### config.mk
export PLATFORM = sky130hd
export DESIGN_NAME = uart_rx_param
export DESIGN_NICKNAME = d
export VERILOG_FILES = /design/src/rtl/uart_pkg.sv /design/src/rtl/uart_baud_tick.sv /design/src/rtl/uart_rx_param.sv
export SDC_FILE = /design/constraint.sdc
export NUM_CORES = 1
export LEC_CHECK = 0
export BUFFER_PORTS_ARGS = -buffer_cell sky130_fd_sc_hd__buf_2
export CORE_UTILIZATION = 50
export DETAILED_ROUTE_END_ITERATION = 16
export GPL_ROUTABILITY_DRIVEN = 0
export GPL_TIMING_DRIVEN = 0
export HOLD_SLACK_MARGIN = 0.12
export MAX_ROUTING_LAYER = met4
export PLACE_DENSITY = 0.71
export SLEW_MARGIN = 20
export SYNTH_ARGS = -nofsm -noshare
export SYNTH_HDL_FRONTEND = slang
export SYNTH_SLANG_ARGS = --single-unit
### constraint.sdc
create_clock -name clk -period 1.6 [get_ports clk]
set_input_delay 0.08 -clock clk [delete_from_list [all_inputs] [get_ports clk]]
set_output_delay 0.08 -clock clk [all_outputs]
set_load 0.02 [all_outputs]
### src/rtl/uart_pkg.sv
// Shared definitions for the parametrised UART receiver.
// No logic: parity mode codes, FSM state encoding and a 2-of-3 voter.
// Backpressure: not applicable.
package uart_pkg;

    localparam int PAR_NONE      = 0;
    localparam int PAR_EVEN      = 1;
    localparam int PAR_ODD       = 2;
    localparam int MAX_DATA_BITS = 9;

    typedef enum logic [2:0] {
        ST_IDLE,
        ST_START,
        ST_DATA,
        ST_PARITY,
        ST_STOP,
        ST_WAIT_IDLE
    } rx_state_e;

    function automatic logic maj3(input logic a, input logic b, input logic c);
        return (a & b) | (a & c) | (b & c);
    endfunction

endpackage

### src/rtl/uart_baud_tick.sv
// Oversample tick generator: one-cycle pulse every CLK_DIV clk.
// Latency: first tick CLK_DIV clk after clear; free-running otherwise.
// Backpressure: none, clear restarts the phase.
module uart_baud_tick #(
    parameter int CLK_DIV = 4
) (
    input  logic clk,
    input  logic rst,
    input  logic clear,
    output logic tick
);

    localparam int CW = (CLK_DIV > 1) ? $clog2(CLK_DIV) : 1;
    localparam logic [CW-1:0] LAST = CW'(CLK_DIV - 1);

    logic [CW-1:0] cnt;

    always_ff @(posedge clk) begin
        if (rst || clear) begin
            cnt <= '0;
        end else if (cnt == LAST) begin
            cnt <= '0;
        end else begin
            cnt <= cnt + 1'b1;
        end
    end

    assign tick = (cnt == LAST);

endmodule

### src/rtl/uart_rx_param.sv
// Parametrised UART receiver with majority voting and error/break/overrun detection.
// Latency: valid_out rises 2 clk after the clk holding the last stop-bit vote.
// Backpressure: valid_out held until ready_in; a frame completing while held is dropped (overrun_err).
module uart_rx_param
    import uart_pkg::*;
#(
    parameter int CLK_DIV    = 4,
    parameter int OVERSAMPLE = 16,
    parameter int DATA_BITS  = 8,
    parameter int PARITY     = 0,
    parameter int STOP_BITS  = 1
) (
    input  logic                 clk,
    input  logic                 rst,
    input  logic                 ena,
    input  logic                 rx,
    output logic [DATA_BITS-1:0] data_out,
    output logic                 valid_out,
    input  logic                 ready_in,
    output logic                 parity_err,
    output logic                 frame_err,
    output logic                 break_det,
    output logic                 overrun_err,
    output logic                 busy
);

    localparam int TW = $clog2(OVERSAMPLE);
    localparam logic [TW-1:0] T_VOTE    = TW'(OVERSAMPLE / 2 + 1);
    localparam logic [TW-1:0] T_LAST    = TW'(OVERSAMPLE - 1);
    localparam logic [3:0]    LAST_DATA = 4'(DATA_BITS - 1);
    localparam logic [3:0]    LAST_STOP = 4'(STOP_BITS - 1);

    rx_state_e state, state_nxt;

    logic                 rx_meta, rx_s;
    logic [1:0]           samp;
    logic                 tick, div_clear;
    logic [TW-1:0]        tcnt;
    logic [3:0]           bcnt;
    logic [DATA_BITS-1:0] sh;
    logic                 par_bit, par_err_p, frm_err_p, stop_one;
    logic                 done, done_brk, done_perr, done_ferr;
    logic                 vote, vote_tick, start_edge, last_data, last_stop, brk_now, par_exp;

    always_ff @(posedge clk) begin
        if (rst) begin
            rx_meta <= 1'b1;
            rx_s    <= 1'b1;
        end else begin
            rx_meta <= rx;
            rx_s    <= rx_meta;
        end
    end

    uart_baud_tick #(.CLK_DIV(CLK_DIV)) u_baud_tick (
        .clk   (clk),
        .rst   (rst),
        .clear (div_clear),
        .tick  (tick)
    );

    // samp holds the two previous ticks; rx_s is the third sample at the vote tick
    always_ff @(posedge clk) begin
        if (rst) begin
            samp <= 2'b11;
        end else if (tick) begin
            samp <= {samp[0], rx_s};
        end
    end

    assign vote       = maj3(samp[1], samp[0], rx_s);
    assign vote_tick  = tick && (tcnt == T_VOTE);
    assign start_edge = (state == ST_IDLE) && ena && !rx_s;
    assign last_data  = (bcnt == LAST_DATA);
    assign last_stop  = (bcnt == LAST_STOP);
    assign brk_now    = (sh == '0) && !par_bit && !stop_one && !vote;
    assign par_exp    = (PARITY == PAR_EVEN) ? ^sh : ~^sh;

    always_ff @(posedge clk) begin
        if (rst) begin
            state <= ST_IDLE;
        end else begin
            state <= state_nxt;
        end
    end

    always_comb begin
        state_nxt = state;
        if (state != ST_IDLE && !ena) begin
            state_nxt = ST_IDLE;
        end else begin
            case (state)
                ST_IDLE:      if (start_edge) state_nxt = ST_START;
                ST_START:     if (vote_tick) state_nxt = vote ? ST_IDLE : ST_DATA;
                ST_DATA:      if (vote_tick && last_data)
                                  state_nxt = (PARITY != PAR_NONE) ? ST_PARITY : ST_STOP;
                ST_PARITY:    if (vote_tick) state_nxt = ST_STOP;
                ST_STOP:      if (vote_tick && last_stop)
                                  state_nxt = brk_now ? ST_WAIT_IDLE : ST_IDLE;
                ST_WAIT_IDLE: if (tick && rx_s && tcnt == T_LAST) state_nxt = ST_IDLE;
                default:      state_nxt = ST_IDLE;
            endcase
        end
    end

    always_comb begin
        busy      = (state != ST_IDLE);
        div_clear = start_edge;
    end

    always_ff @(posedge clk) begin
        if (rst) begin
            tcnt      <= '0;
            bcnt      <= '0;
            sh        <= '0;
            par_bit   <= 1'b0;
            par_err_p <= 1'b0;
            frm_err_p <= 1'b0;
            stop_one  <= 1'b0;
            done      <= 1'b0;
            done_brk  <= 1'b0;
            done_perr <= 1'b0;
            done_ferr <= 1'b0;
        end else begin
            done <= 1'b0;
            case (state)
                ST_IDLE: begin
                    tcnt      <= '0;
                    bcnt      <= '0;
                    par_bit   <= 1'b0;
                    par_err_p <= 1'b0;
                    frm_err_p <= 1'b0;
                    stop_one  <= 1'b0;
                end
                // here tcnt counts consecutive high ticks instead of bit phase
                ST_WAIT_IDLE: if (tick) tcnt <= rx_s ? tcnt + 1'b1 : '0;
                default:      if (tick) tcnt <= (tcnt == T_LAST) ? '0 : tcnt + 1'b1;
            endcase
            if (vote_tick) begin
                case (state)
                    ST_DATA: begin
                        sh   <= {vote, sh[DATA_BITS-1:1]};
                        bcnt <= last_data ? 4'd0 : bcnt + 4'd1;
                    end
                    ST_PARITY: begin
                        par_bit   <= vote;
                        par_err_p <= (vote != par_exp);
                    end
                    ST_STOP: begin
                        stop_one  <= stop_one | vote;
                        frm_err_p <= frm_err_p | !vote;
                        bcnt      <= last_stop ? 4'd0 : bcnt + 4'd1;
                        if (last_stop) begin
                            done      <= ena;
                            done_brk  <= brk_now;
                            done_perr <= par_err_p;
                            done_ferr <= frm_err_p | !vote;
                            if (brk_now) tcnt <= '0;
                        end
                    end
                    default: ;
                endcase
            end
        end
    end

    always_ff @(posedge clk) begin
        if (rst) begin
            data_out    <= '0;
            valid_out   <= 1'b0;
            parity_err  <= 1'b0;
            frame_err   <= 1'b0;
            break_det   <= 1'b0;
            overrun_err <= 1'b0;
        end else begin
            break_det   <= 1'b0;
            overrun_err <= 1'b0;
            if (valid_out && ready_in) valid_out <= 1'b0;
            if (done) begin
                if (done_brk) begin
                    break_det <= 1'b1;
                end else if (!valid_out || ready_in) begin
                    data_out   <= sh;
                    parity_err <= done_perr;
                    frame_err  <= done_ferr;
                    valid_out  <= 1'b1;
                end else begin
                    overrun_err <= 1'b1;
                end
            end
        end
    end

endmodule

### Yosys cells after proc, flatten, opt, wreduce, memory -nomap -nowiden

Cells that the tools add are included.

| cells by class | value |
|---|---|
| reductions and logical operators | 34 |
| equal/unequal tests | 16 |
| multiply operators | 0 |
| divide/modulo/power cells | 0 |
| mux-type cells | 41 |
| shifts and indexed selects | 0 |
| $add $sub $neg | 3 |
| order comparisons | 0 |
| bitwise gates (word level) | 12 |

Operators by type and width:

| operator | number |
|---|---|
| two-way mux 4 bit | 12 |
| two-way mux 3 bit | 7 |
| two-way mux 1 bit | 18 |
| case mux 3 bit (6 select lines) | 1 |
| case mux 4 bit (2 select lines) | 2 |
| logical AND 1 bit | 12 |
| != test 2 bit (second input constant) | 5 |
| adder 4 x 1 -> 4 bit (second input constant) | 2 |
| == test 4 bit (second input constant) | 2 |
| logical NOT 8 bit | 1 |
| XNOR reduction 8 bit | 1 |
| == test 3 x 2 -> 1 bit (second input constant) | 2 |
| == test 3 bit (second input constant) | 2 |
| logical NOT 1 bit | 6 |
| AND reduction 3 bit | 2 |
| AND reduction 6 bit | 1 |
| OR reduction 2 bit | 3 |
| inverter 1 bit | 5 |
| == test 4 x 3 -> 1 bit (second input constant) | 1 |
| logical NOT 4 bit | 1 |
| OR 1 bit | 4 |
| OR reduction 4 bit | 1 |
| AND 1 bit | 3 |
| == test 3 x 1 -> 1 bit (second input constant) | 1 |
| other kinds (10) | 11 |

| word-level totals | value |
|---|---|
| memories | 0 |
| output and inout port bits | 14 |
| memory bits (writable) | 0 |
| bits of input ports | 5 |
| ROM bits | 0 |
| bits in registers | 46 |
| latch bits | 0 |

### Logic depth before layout (Yosys ltp)

| logic depth | value |
|---|---|
| word-level depth | 9 |
| depth in mapped cells | 8 |
| gate-level depth less buffers | 7 |

### By module

From an unflattened synthesis, not the netlist that was laid out.

| second synthesis, totals | value |
|---|---|
| cells, all modules | 276 |
| area, all modules | 2267.2 um^2 |

Modules (own cells, without submodules):

| module | area an instance (um^2) | times used | cells each |
|---|---|---|---|
| uart_rx_param | 2187.1 | 1 | 271 |
| uart_baud_tick | 80.1 | 1 | 5 |

### Worst setup path before layout

No wires, ideal clock.

| timing path | value |
|---|---|
| kind | reg2reg |
| start point | register tcnt[1] |
| end point | register tcnt[2] |
| cell stages (with the launch flop) | 9 |
| data arrival time | 1618 ps |
| path slack | -95 ps |
| path buffers | 1 |
| required time | 1522 ps |
| cells stage by stage | dfxtp_1 -> inv_1 -> ha_1 -> and4b_1 -> clkbuf_1 -> nand3_1 -> nor2_1 -> or2_2 -> nor3_1 |

| between the ends | value |
|---|---|
| longest elaborated chain between the ends | 8 |

RTL lines:

| item | line | text |
|---|---|---|
| start: declaration | uart_rx_param.sv:38 | `logic [TW-1:0] tcnt;` |
| start signal: assignment | uart_rx_param.sv:136 | `ST_WAIT_IDLE: if (tick) tcnt <= rx_s ? tcnt + 1'b1 : '0;` |
| start signal: assignment | uart_rx_param.sv:137 | `default: if (tick) tcnt <= (tcnt == T_LAST) ? '0 : tcnt + 1'b1;` |
| adder 4 x 1 -> 4 bit or == test 4 bit (tied branches) | uart_rx_param.sv:136, uart_rx_param.sv:137 |  |
| two-way mux 4 bit (on tied branches) (2 in series) | uart_rx_param.sv:137, uart_rx_param.sv:136 |  |
| case mux 4 bit (2 select lines) | uart_rx_param.sv:126 | `case (state)` |
| two-way mux 4 bit | uart_rx_param.sv:158 | `if (brk_now) tcnt <= '0;` |
| two-way mux 4 bit | uart_rx_param.sv:153 | `if (last_stop) begin` |
| two-way mux 4 bit | uart_rx_param.sv:140 | `case (state)` |
| two-way mux 4 bit * | uart_rx_param.sv:139 | `if (vote_tick) begin` |

Mark *: on every way between the ends. The rest lies on a longest branch, timed or not.
A chain may end at the register's enable or synchronous reset.

### Worst setup path after layout

| timing path | value |
|---|---|
| start point | register sh[7] |
| end point | register state[0] |

| between the ends | value |
|---|---|
| longest elaborated chain between the ends | 7 |

RTL lines:

| item | line | text |
|---|---|---|
| start: declaration | uart_rx_param.sv:40 | `logic [DATA_BITS-1:0] sh;` |
| start signal: assignment | uart_rx_param.sv:142 | `sh <= {vote, sh[DATA_BITS-1:1]};` |
| logical NOT 8 bit | uart_rx_param.sv:76 | `assign brk_now = (sh == '0) && !par_bit && !stop_one && !vote;` |
| logical AND 1 bit (3 in series) | uart_rx_param.sv:76 |  |
| two-way mux 3 bit | uart_rx_param.sv:99 | `state_nxt = brk_now ? ST_WAIT_IDLE : ST_IDLE;` |
| two-way mux 3 bit | uart_rx_param.sv:98 | `ST_STOP: if (vote_tick && last_stop)` |
| case mux 3 bit (6 select lines) | uart_rx_param.sv:92 | `case (state)` |
| end signal: assignment | uart_rx_param.sv:83 | `state <= state_nxt;` |
| end: declaration | uart_rx_param.sv:33 | `rx_state_e state, state_nxt;` |

No other way between the ends. The select of a mux whose other input is x is not followed.

==> metrics.csv <==
metric,value,unit
initial antenna violation count,0,
# port buffers,18,
slew margin rel.,0.6700,
DP Cell Count,335,
"buffers from clock root to sink, at most",2,
cell count after synthesis,267,
n_diodes,0,
skew final,0.01068,ns
Detailed Routing Iterations Pass 1,4,
Die Span Y,68.63,um
Hold WC Path Type,flop to flop,
Max-cap violations,0,
share of cells above drive strength 1,0.3052,
row count,23,
Area Growth Syn to Fin,24.69,%
worst setup margin,-0.05996,ns
failing checks,negative setup slack,
HP Start,rx_meta,
most common cell in the netlist,dfxtp_1,
largest area contributor in the netlist,dfxtp_1,
fin. max-slew vios,0,
top post-synthesis cells by count,"dfxtp_1, nor2_1, a21oi_1",
RSZ-0062 raised after global routing,true,
multi-input logic area,0.001318,mm^2
Worst setup SP type,flop,
status,finished with violations,
Layout fillers,366,
vias in the first global route,1761,
dpl hpwl,3320,um
DRT iter0 DRCs,138,
required time worst endpoint,1.84,ns
Via Count,2009,
Crit Path Class,flop to flop,
core area,0.004144,mm^2
final std cells w/o fill,358,
VDD IR max,534.3,uV
area post-placement,0.002389,mm^2
# setup viols final,8,
first-pass GRT wire length,7879,um
syn_nets,281,
main flop type after synthesis,dfxtp_1,
yosys warns,0,
FMAX,602.4,MHz
Leak Pwr,1.010,nW
number of flops mapped to enable cells by yosys,0,
Post-synth ARST share,0,
CP Max Fanout,4,
Die W,68.63,um
mapped cell area,0.002220,mm^2
Initial Utilization,0.5356,
CTS Sinks,46,
Final Cell Area,0.002768,mm^2
number of CTS-inserted buffers,5,
WL/cell,14.20,um
final setup TNS,-0.1822,ns
Avg Vias per Cell,5.612,
die area,0.004709,mm^2
critical path arrival,1.90,ns
Tot GR Track Use,0.2314,
Worst setup EP type,flop,
final net count,321,
drc violations,0,
Fin. Hold Viols,0,
H-tree Lvls,2,
post-route minimum period,1.660,ns
CP startpoint,sh[7],
DRT antenna net count,0,
GR Overflow Total,0,
Cell variety after synth,47,
largest net degree at the start of global routing,16,
post-synthesis sequential area ratio,0.4149,
Least-Margin Pin Slew,0.4951,ns
CTS tree,done,
Seq. cell area,944.7,um^2
clock transition at the registers of the reported paths,0.09,ns
CTS root buffer,clkbuf_8,
Skew-Pair Late Insertion Delay,0.30,ns
period utilization,1.037,
synthesized flop and latch total,46,
WHS,0.4167,ns
IO Count,19,
total wire length,5083,um
reg2reg start,sh[7],
ranking of synthesized cells by area,"dfxtp_1, a21oi_1, mux2i_1, ha_1, nor2_1",
Power Density,830.2,mW/mm^2
"Avg Cell Area, Syn",8.313,um^2
Synth top area share,0.4149,
-- per-stage QoR --
| stage | worst slack (ns) | total power, mW | utilization |
|---|---|---|---|
| CTS | -0.01293 | 2.279 | 0.6338 |
| detailed placement | -0.2420 | 1.509 | 0.5764 |
| global route | -0.09923 | 2.388 | 0.6679 |
| global placement | -0.2342 | 1.509 | 0.5764 |
| floorplan | -0.03824 | 1.426 | - |
| finish | -0.05996 | 2.298 | 0.6679 |
-- layer usage --
layer,up-vias,GRT usage,part of all wire
li1,1006,-,-
met1,935,0.3059,0.46
met2,56,0.3542,0.47
met3,12,0.04112,0.052
met4,0,0.07813,0.019
met5,-,-,0
-- cells by family (layout without fill, tap and decap cells) --
group	after synthesis	after routing	synth area share
and+or+nand+nor	109	109	0.2576
buffers and inverters	30	71	0.05129
DFF	46	46	0.4149
xor gates and xnor gates	4	4	0.01578
adders and majority gates	10	10	0.05581
muxes	12	12	0.05412
AOI/OAI and AO/OA	56	56	0.1505
-- placed cells by master, fill, tap and decap left out, types with 6 or more instances in the layout --
master and count:
nor2_1 24, dfxtp_1 33, mux2i_1 12, inv_1 11
nand2_1 20, a21oi_1 23, buf_2 19, nand2b_1 7
buf_4 12, dfxtp_2 10, nand3_1 15, o21ai_0 6
clkbuf_2 7
-- path summary, 6_finish.rpt --
path	slack, ns	endpoint	cells past startpoint
min reg2reg	0.42	rx_s	1
max	-0.06	state[0]	7
max reg2reg	-0.06	state[0]	7
min	0.42	rx_s	1
-- worst max-delay path, stage by stage (launching register included) --
cell,delay [ns]
dfxtp_4,0.37
inv_4,0.06
ha_4,0.11
nand4b_1,0.10
or4b_4,0.57
nand2_1,0.13
o211ai_1,0.11
a21oi_1,0.15
-- final cells by class --
| type | count | share of cell area |
|---|---|---|
| Buffer | 11 | 0.01989 |
| Clock inverter | 3 | 0.007685 |
| Timing Repair Buffer | 35 | 0.08363 |
| Inverter | 17 | 0.02396 |
| Clock buffer | 5 | 0.02486 |
| Tap cell | 50 | 0.02260 |
| Multi-Input combinational cell | 191 | 0.4760 |
| Sequential cell | 46 | 0.3413 |
-- sequential cells by signal, summed over array words and instances, names as in the netlist --
signal           cells
bcnt                 4
break_det            1
data_out             8
done                 1
done_brk             1
done_ferr            1
done_perr            1
frame_err            1
frm_err_p            1
overrun_err          1
par_bit              1
par_err_p            1
parity_err           1
rx_meta              1
rx_s                 1
samp                 2
sh                   8
state                3
stop_one             1
tcnt                 4
u_baud_tick.cnt      2
valid_out            1
-- where the power goes --
group | total (mW) | internal (mW) | switching (mW)
clock network | 0.717 | 0.307 | 0.410
logic | 0.378 | 0.145 | 0.233
registers | 1.20 | 1.17 | 0.0338
-- repair_timing --
item,in CTS,in global routing
pin swaps,9,6
endpoints found under the setup margin,27,28
resized for setup,25,37
endpoints found under the hold margin,5,0
gates cloned,0,0
buffers inserted,6,7
hold buffers,4,0
Note: power is estimated with default switching activity, not from simulation.
